[config.mk]
export PLATFORM = sky130hd
export DESIGN_NAME = level_stack
export DESIGN_NICKNAME = d
export VERILOG_FILES = /design/src/rtl/level_pkg.sv /design/src/rtl/level_lifo.sv /design/src/rtl/level_stack.sv
export SDC_FILE = /design/constraint.sdc
export NUM_CORES = 1
export LEC_CHECK = 0
export CORE_UTILIZATION = 25
export DETAILED_ROUTE_END_ITERATION = 8
export PLACE_DENSITY = 0.42
export SLEW_MARGIN = 20
export SYNTH_ARGS = -nofsm -noshare
export SYNTH_HDL_FRONTEND = slang
export SYNTH_SLANG_ARGS = --single-unit
[constraint.sdc]
create_clock -name i_clk -period 6.7 [get_ports i_clk]
set_clock_uncertainty 0.05 [all_clocks]
set_input_delay 1.34 -clock i_clk [delete_from_list [all_inputs] [get_ports i_clk]]
set_output_delay 1.34 -clock i_clk [all_outputs]
set_load 0.01 [all_outputs]
[src/rtl/level_pkg.sv]
// rtl/level_pkg.sv - shared types and constants for the preemption level stack
//
// Purpose: state encoding, default sizing, frame layout and the ra return
// marker used by level_stack and level_lifo.
// Ports: none (package).

package level_pkg;

    localparam int DEFAULT_DATA_WIDTH = 32;
    localparam int DEFAULT_NUM_LEVELS = 8;

    localparam logic [DEFAULT_DATA_WIDTH-1:0] RETURN_MARKER = 32'hFFFF_FFFF;

    typedef enum logic [1:0] {
        RUN   = 2'd0,
        ENTER = 2'd1,
        EXIT  = 2'd2
    } state_t;

    // Plain-vector aliases of the enum so the FSM register can stay a simple logic vector.
    localparam logic [1:0] ST_RUN   = 2'(RUN);
    localparam logic [1:0] ST_ENTER = 2'(ENTER);
    localparam logic [1:0] ST_EXIT  = 2'(EXIT);

    // Frame layout for the default configuration; the top packs the same
    // {level, pc} order into a plain vector so it stays parameterisable.
    typedef struct packed {
        logic [2:0]                    level;
        logic [DEFAULT_DATA_WIDTH-1:0] pc;
    } frame_t;

    // Index width that never collapses to zero bits.
    function automatic int index_width(input int n);
        return (n > 1) ? $clog2(n) : 1;
    endfunction

endpackage

[src/rtl/level_lifo.sv]
// rtl/level_lifo.sv - frame LIFO with push/pop, depth count and registered top-of-stack
//
// Purpose: holds preempted frames. The top entry is kept in its own register
// so the pop data is available straight from a flop in the pop cycle.
// Ports:
//   i_clk, i_reset   clock, synchronous active-high reset (clears depth only)
//   i_push, i_data   push a frame
//   i_pop            pop the top frame (ignored when empty)
//   o_top            current top-of-stack frame (valid when o_depth != 0)
//   o_depth          number of stored frames
//   o_full           o_depth == Entries

import level_pkg::*;

module level_lifo #(
    parameter int Width   = 35,
    parameter int Entries = 7,
    parameter int DepthW  = 4
) (
    input  logic              i_clk,
    input  logic              i_reset,
    input  logic              i_push,
    input  logic              i_pop,
    input  logic [Width-1:0]  i_data,
    output logic [Width-1:0]  o_top,
    output logic [DepthW-1:0] o_depth,
    output logic              o_full
);

    localparam int IdxW = index_width(Entries);

    logic [Width-1:0]  r_mem [Entries];
    logic [Width-1:0]  r_top;
    logic [DepthW-1:0] r_depth;

    logic [IdxW-1:0]   w_wr_idx;
    logic [IdxW-1:0]   w_below_idx;
    logic              w_pop;

    assign w_wr_idx    = IdxW'(r_depth);
    // Entry that becomes the new top after a pop.
    assign w_below_idx = IdxW'(r_depth - DepthW'(2));
    assign w_pop       = i_pop && !i_push && (r_depth != '0);

    always_ff @(posedge i_clk) begin
        if (i_reset) begin
            r_depth <= '0;
        end else if (i_push) begin
            r_depth <= r_depth + DepthW'(1);
        end else if (w_pop) begin
            r_depth <= r_depth - DepthW'(1);
        end
    end

    // Frame data carries no reset; only depth decides what is valid.
    always_ff @(posedge i_clk) begin
        if (!i_reset && i_push) begin
            r_mem[w_wr_idx] <= i_data;
            r_top           <= i_data;
        end else if (!i_reset && w_pop && (r_depth > DepthW'(1))) begin
            r_top <= r_mem[w_below_idx];
        end
    end

    assign o_top   = r_top;
    assign o_depth = r_depth;
    assign o_full  = (r_depth == DepthW'(Entries));

endmodule

[src/rtl/level_stack.sv]
// rtl/level_stack.sv - interrupt preemption controller driving rf_stack bank select and ra writes
//
// Purpose: tracks the current interrupt level, stacks preempted {level, pc}
// frames, writes the return marker into ra of a newly entered bank and
// restores level/pc when the handler returns through the marker.
// Ports:
//   i_clk, i_reset     clock, synchronous active-high reset
//   i_irqReq           pending request (level-sensitive, held by source)
//   i_irqLevel         priority of the pending request
//   i_pc               pc to resume at if preempted this cycle
//   i_retEn            core jumped to the return marker this cycle
//   o_irqAck           1-cycle pulse, request taken
//   o_level            current bank select
//   o_writeRaEn        write ra of current bank
//   o_writeRaData      ra value (return marker while o_writeRaEn)
//   o_pcRestoreEn      1-cycle pulse, redirect fetch to o_pcRestore
//   o_pcRestore        popped resume pc
//   o_depth            number of stacked frames
//   o_underflowErr     sticky, return seen with an empty stack

import level_pkg::*;

module level_stack #(
    parameter int                   DataWidth    = DEFAULT_DATA_WIDTH,
    parameter int                   NumLevels    = DEFAULT_NUM_LEVELS,
    parameter logic [DataWidth-1:0] ReturnMarker = RETURN_MARKER,
    localparam int                  LevelW       = $clog2(NumLevels),
    localparam int                  DepthW       = $clog2(NumLevels) + 1
) (
    input  logic                 i_clk,
    input  logic                 i_reset,
    input  logic                 i_irqReq,
    input  logic [LevelW-1:0]    i_irqLevel,
    input  logic [DataWidth-1:0] i_pc,
    input  logic                 i_retEn,
    output logic                 o_irqAck,
    output logic [LevelW-1:0]    o_level,
    output logic                 o_writeRaEn,
    output logic [DataWidth-1:0] o_writeRaData,
    output logic                 o_pcRestoreEn,
    output logic [DataWidth-1:0] o_pcRestore,
    output logic [DepthW-1:0]    o_depth,
    output logic                 o_underflowErr
);

    localparam int FrameW = LevelW + DataWidth;

    logic [1:0]           r_state;
    logic [LevelW-1:0]    r_level;
    logic                 r_irq_ack;
    logic                 r_wr_ra_en;
    logic [DataWidth-1:0] r_wr_ra_data;
    logic                 r_pc_restore_en;
    logic [DataWidth-1:0] r_pc_restore;
    logic                 r_underflow;

    logic                 w_in_run;
    logic                 w_take;
    logic                 w_ret;
    logic                 w_underflow;
    logic                 w_push;
    logic [FrameW-1:0]    w_push_frame;
    logic [FrameW-1:0]    w_top_frame;
    logic [DepthW-1:0]    w_depth;
    logic                 w_full;

    assign w_in_run    = (r_state == ST_RUN);
    assign w_take      = w_in_run && i_irqReq && (i_irqLevel > r_level);
    assign w_ret       = w_in_run && i_retEn && (w_depth != '0);
    assign w_underflow = w_in_run && i_retEn && (w_depth == '0);
    // A genuine return beats a simultaneous take; the held request is
    // re-evaluated against the restored level once back in RUN.
    assign w_push      = w_take && !w_ret;

    assign w_push_frame = {r_level, i_pc};

    level_lifo #(
        .Width   (FrameW),
        .Entries (NumLevels - 1),
        .DepthW  (DepthW)
    ) u_lifo (
        .i_clk   (i_clk),
        .i_reset (i_reset),
        .i_push  (w_push),
        .i_pop   (w_ret),
        .i_data  (w_push_frame),
        .o_top   (w_top_frame),
        .o_depth (w_depth),
        .o_full  (w_full)
    );

    always_ff @(posedge i_clk) begin
        if (i_reset) begin
            r_state         <= ST_RUN;
            r_level         <= '0;
            r_irq_ack       <= 1'b0;
            r_wr_ra_en      <= 1'b0;
            r_wr_ra_data    <= '0;
            r_pc_restore_en <= 1'b0;
            r_pc_restore    <= '0;
            r_underflow     <= 1'b0;
        end else begin
            r_irq_ack       <= 1'b0;
            r_wr_ra_en      <= 1'b0;
            r_wr_ra_data    <= '0;
            r_pc_restore_en <= 1'b0;

            case (r_state)
                ST_RUN: begin
                    if (w_ret) begin
                        r_level         <= w_top_frame[FrameW-1 -: LevelW];
                        r_pc_restore    <= w_top_frame[DataWidth-1:0];
                        r_pc_restore_en <= 1'b1;
                        r_state         <= ST_EXIT;
                    end else if (w_push) begin
                        r_level      <= i_irqLevel;
                        r_irq_ack    <= 1'b1;
                        r_wr_ra_en   <= 1'b1;
                        r_wr_ra_data <= ReturnMarker;
                        r_state      <= ST_ENTER;
                    end
                    if (w_underflow) begin
                        r_underflow <= 1'b1;
                    end
                end
                default: begin
                    // ENTER and EXIT last one cycle; inputs are ignored here.
                    r_state <= ST_RUN;
                end
            endcase
        end
    end

    // Levels only ever increase on a push, so the stack cannot overflow.
    always_ff @(posedge i_clk) begin
        if (!i_reset && w_push) begin
            assert (!w_full);
        end
    end

    assign o_irqAck       = r_irq_ack;
    assign o_level        = r_level;
    assign o_writeRaEn    = r_wr_ra_en;
    assign o_writeRaData  = r_wr_ra_data;
    assign o_pcRestoreEn  = r_pc_restore_en;
    assign o_pcRestore    = r_pc_restore;
    assign o_depth        = w_depth;
    assign o_underflowErr = r_underflow;

endmodule
# --- Word-level counts from Yosys, hierarchy flattened ---
# Memories as Yosys holds them, arrays and structs flattened.
# Index checks and enable logic that the tools add are counted.
op_classes:
  add_sub_neg: 3
  magnitude_cmp: 2
  mux: 13
  n_bitwise: 1
  reduce_logical: 25
op_table:
  columns: ["operator", "count"]
  rows:
  - ["35-bit two-way mux", 2]
  - ["32-bit two-way mux", 1]
  - ["1-bit logical AND", 11]
  - ["4-bit two-way mux", 2]
  - ["3-bit two-way mux", 2]
  - ["2-bit AND reduction", 3]
  - ["2-bit nonzero test", 3]
  - ["4-bit by 1-bit adder with 4-bit output (second input constant)", 1]
  - ["4-bit by 1-bit greater-than comparator with 1-bit output (second input constant)", 1]
  - ["4-bit logical NOT", 1]
  - ["1-bit two-way mux", 4]
  - ["2-bit two-way mux", 2]
  - ["4-bit nonzero test", 1]
  - ["4-bit by 1-bit subtractor with 4-bit output (second input constant)", 1]
  - ["3-bit greater-than comparator", 1]
  - ["1-bit logical NOT", 3]
  - ["3-bit OR reduction", 1]
  - ["3-bit by 2-bit subtractor with 3-bit output (second input constant)", 1]
  - ["2-bit logical NOT", 1]
  - ["2-bit OR reduction", 1]
  - ["1-bit inverter", 1]
totals:
  reg_bits: 111
  mem_bits_rw: 245
  word_cells: 55
  mem_count: 1
mem_list:
  columns: ["memory", "depth", "width", "read_ports", "rd_ports_with_merged_regs", "wr", "line_no", "rtl"]
  rows:
  - ["u_lifo.r_mem", 7, 35, 1, 0, 1, "level_lifo.sv:32", "logic [Width-1:0] r_mem [Entries];"]

# --- Longest topological paths before layout ---
depth:
  ltp_word: 12
  ltp_mapped: 11
  depth_no_buf: 7

# --- Hierarchy ---
# Synthesis repeated with hierarchy kept, for this count alone.
hier_totals:
  cells_unflattened: 876
  area_unflattened_um2: 13106.3
modules_own_cells:
  columns: ["mod", "instances", "cells_per_inst", "area_each_um2", "seq_area_each_um2"]
  rows:
  - ["level_lifo", 1, 659, 11308.3, 8488.1]
  - ["level_stack", 1, 217, 1798.0, 800.8]

# --- Worst setup path before layout ---
# OpenSTA, ideal clock, no wires.
synth_path:
  path_type: "in2reg"
  from: "input port i_irqLevel[0]"
  to: "memory u_lifo.r_mem[1][0], enable pin"
  setup_time_ns: 0.396
  t_arrival_ns: 3.377
  setup_slack_ns: 2.877
  cell_stages: 8
  path_buffers: 1
  cell_sequence: "inv_1 ha_1 and3_1 a211oi_2 nand3b_1 buf_4 inv_2 and3_1"
synth_between:
  elab_chain_cells: 6
synth_lines:
  columns: ["element", "line_no", "rtl"]
  rows:
  - ["from (decl)", "level_stack.sv:33", "input logic [LevelW-1:0] i_irqLevel,"]
  - ["3-bit greater-than comparator", "level_stack.sv:68", "assign w_take = w_in_run && i_irqReq && (i_irqLevel > r_level);"]
  - ["1-bit logical AND", "level_stack.sv:68", null]
  - ["1-bit logical AND", "level_stack.sv:73", "assign w_push = w_take && !w_ret;"]
  - ["1-bit logical AND", "level_lifo.sv:57", "if (!i_reset && i_push) begin"]
  - ["1-bit two-way mux", "level_lifo.sv:57", null]
  - ["1-bit two-way mux (not written as such)", "level_lifo.sv:58", "r_mem[w_wr_idx] <= i_data;"]
  - ["to (decl)", "level_lifo.sv:32", null]
# No other way between the ends.

# --- Final worst setup path ---
layout_path:
  from: "register u_lifo.r_depth[1] (netlist: u_lifo.o_depth[1])"
  to: "memory u_lifo.r_mem[0][16], enable pin"
layout_between:
  elab_chain_cells: 7
layout_lines:
  columns: ["element", "line_no", "rtl"]
  rows:
  - ["from (decl)", "level_lifo.sv:34", "logic [DepthW-1:0] r_depth;"]
  - ["from (signal assigned)", "level_lifo.sv:49", "r_depth <= r_depth + DepthW'(1);"]
  - ["from (signal assigned)", "level_lifo.sv:51", "r_depth <= r_depth - DepthW'(1);"]
  - ["4-bit nonzero test", "level_stack.sv:69", "assign w_ret = w_in_run && i_retEn && (w_depth != '0);"]
  - ["1-bit logical AND", "level_stack.sv:69", null]
  - ["1-bit logical NOT", "level_stack.sv:73", null]
  - ["1-bit logical AND", "level_stack.sv:73", null]
  - ["1-bit logical AND", "level_lifo.sv:57", null]
  - ["1-bit two-way mux", "level_lifo.sv:57", null]
  - ["1-bit two-way mux (not written as such)", "level_lifo.sv:58", null]
# Several ways; a longest one is shown, not always the timed one.

==> impl_metrics.ini <==
[status]
status = finished, final reports clean

[floorplan]
die_w_um = 229
chipHeight_um = 229
dieArea_sq_mm = 0.0524
num_io_pins = 114
core_sq_mm = 0.0505
rows = 82
initial_core_util_pct = 25.5

[logic_synthesis]
ys_async_sr_fraction_pct = 0
synth-seq-area-share_pct = 72.2
syn_inst = 817
syn_nets = 866
syn_avg_cell_area_sq_um = 15.8
synthDistinctLibCells = 36
ys.flop_type = edfxtp_1
yosys_warnings = 0
syn-cell-area_sq_mm = 0.0129
synth_edf_count = 280
ys_ff_latch = 324

[timing]
fmax_ghz = 0.242
hold_viol = 0
finalCritPeriodShare_pct = 61.7
period_minus_slack_ps = 4140
fin_worst_hold_slack_ps = 404
setup_ws_ps = 2560
relSlewSlack_pct = 29.8
finalSetupTns_ps = 0
rsz0062_at_grt = no
tightest_slew_ps = 1050
setup_viol = 0
drv_slew = 0

[cells_and_area]
syn_to_final_growth_pct = 21.9
num_antenna_cells = 0
layoutNonFillerInstCount = 1595
drive_gt1_share_pct = 11.8
post-route-util_pct = 31.1
fin_area_sq_mm = 0.0157
fin_nets = 944

[clock_network]
cts_resized = 0
clkSinkCount = 324
htreeDepth = 2
cts_tree = built
cts_root_buffer = clkbuf_16
clkTransAtPathRegs_ps = 60
cts_setup_buffers = 0
clock_path_buffers = 3
hold_buffers = 0
cts_made_buffers = 36
worstSkewPairLatency_ps = 520

[setup_path]
slowest_delay_ps = 910
cp_cell_sequence = inv_1, ha_1, or3b_1, nand2_2, buf_4, nand3b_1, inv_2, and3_2
crit_fanout = 75
end_kind = flip-flop
start_kind = flip-flop
regToRegSetupSlack_ps = 2560
cp.arrival_ps = 4220
critical_path_cell_count = 8
crit_type = reg -> reg
path_buf_inv = 3
slowest_stage = and3_2
rr_worst_depth = 8
crit_family = simple AND/OR/NAND/NOR gates
critPathRequiredTime_ps = 6780

[min_path]
worstHoldPathCells = 2
min_path_type = reg -> reg

[job]
cap_violations = 0

[power_and_ir_drop]
p_leak_nw = 5.29
power.total_mw = 6.76
powerDensity_mw_per_mm2 = 431
vdd_drop_max_mv = 0.234

[placement]
io_buffers = 113
dp_slack_ps = 2210
dp_hpwl_um = 16600
dpl-instance-area_sq_mm = 0.0144
post-place-cells = 1529
gp_routability_congestion = 0.693

[drt]
via_per_inst = 4.23
route.detailed.drc = 0
dr.first_iter.drc_count = 391
wl_per_cell_um = 18.2
ant_nets = 0
vias = 6745
drt_first_pass_iters = 4
wl_um = 29100

[global_route]
grt_pass1_wl_um = 44300
grt_pass1_vias = 6865
grt_max_degree = 76
grt.overflow.total = 0
antenna_found_initial = 0
grt_usage_pct = 11.2
-- cells by family (layout without fill, tap and decap cells) --
family          Yosys count  after routing  synth area share (%)
mux                     108            108                  11.8
compound gates          118            118                  5.60
fa+ha+maj                10             10                 0.972
simple gates            135            135                  4.51
flops                   324            324                  72.2
buf+inv                 122            228                  4.97
-- sequential cells by signal (all words and copies together) (netlist names) --
name            cells
o_writeRaData       1
o_level             3
o_pcRestoreEn       1
o_pcRestore        32
u_lifo.o_top       35
u_lifo.r_mem      245
u_lifo.o_depth      4
r_state             2
o_underflowErr      1
-- report_power, final --
part | total (mW) | leakage (nW) | internal [mW] | switching, mW
clock | 2.04 | 0.597 | 1.27 | 0.774
sequential | 2.77 | 2.89 | 2.54 | 0.226
combinational | 1.95 | 1.80 | 0.869 | 1.08
total | 6.76 | 5.29 | 4.68 | 2.08
-- metal layers --
layer  vias up  wire length, um  share of wire [%]  global-route usage, %
met5         -                0                  0                      0
li1       3206                -                  -                      -
met1      3354            13900                 48                   15.5
met4         0              462                1.6                   3.00
met2       150            13000                 45                   17.1
met3        35             1700                5.9                   3.02
-- cells in the mapped netlist (all sizes together), types with 2 or more instances --
cell type	n	area [sq um]
clkbuf	28	105
a311oi	2	17.5
dfxtp	44	881
mux2i	73	731
buf	52	377
ha	10	125
or3b	2	17.5
nand2	67	251
a21oi	68	340
a31oi	4	25.0
a211oi	39	298
inv	42	158
nand3	2	10.0
and3	8	50.1
nor2	43	161
nor3	3	15.0
mux4	35	788
edfxtp	280	8410
nor3b	2	20.0
nand3b	2	15.0
-- placed cells by master (no fill, tap or decap), types with 3 or more instances in the layout --
master / Yosys / final
and3_2: 0 / 5
clkinv_1: 0 / 5
inv_1: 41 / 41
mux4_2: 35 / 35
clkbuf_1: 28 / 12
a211oi_1: 38 / 38
edfxtp_1: 280 / 280
clkbuf_8: 0 / 3
dfxtp_1: 44 / 42
mux2i_1: 73 / 73
ha_1: 10 / 9
clkbuf_16: 0 / 38
clkdlybuf4s50_1: 0 / 112
a21oi_1: 68 / 68
buf_4: 39 / 7
nand2_1: 67 / 66
a31oi_1: 4 / 4
bufinv_16: 0 / 5
nor3_1: 3 / 3
nor2_1: 43 / 43
-- layout make-up --
cell class | instances | area (sq um)
fill | 4995 | 34800
sequential | 324 | 9300
multi-input combinational | 371 | 2990
timing repair buffer | 120 | 1180
clock buffer | 53 | 1040
tap | 672 | 841
clock inverter | 13 | 195
inverter | 42 | 158
-- worst reg2reg max path: cells and delay by family (launching register included) --
family | cells | cell delay [ps]
simple gates | 4 | 1800
flops | 1 | 600
buf+inv | 3 | 1010
fa+ha+maj | 1 | 270
-- path summary, 6_finish.rpt --
check,startpoint,end
worst max register to register,u_lifo.o_depth[1],u_lifo.r_mem[0][16]
worst max-delay path,u_lifo.o_depth[1],u_lifo.r_mem[0][16]
worst min register to register,o_pcRestore[5],o_pcRestore[5]
worst min-delay path,o_pcRestore[5],o_pcRestore[5]
Power figures use the tool's default switching activity.
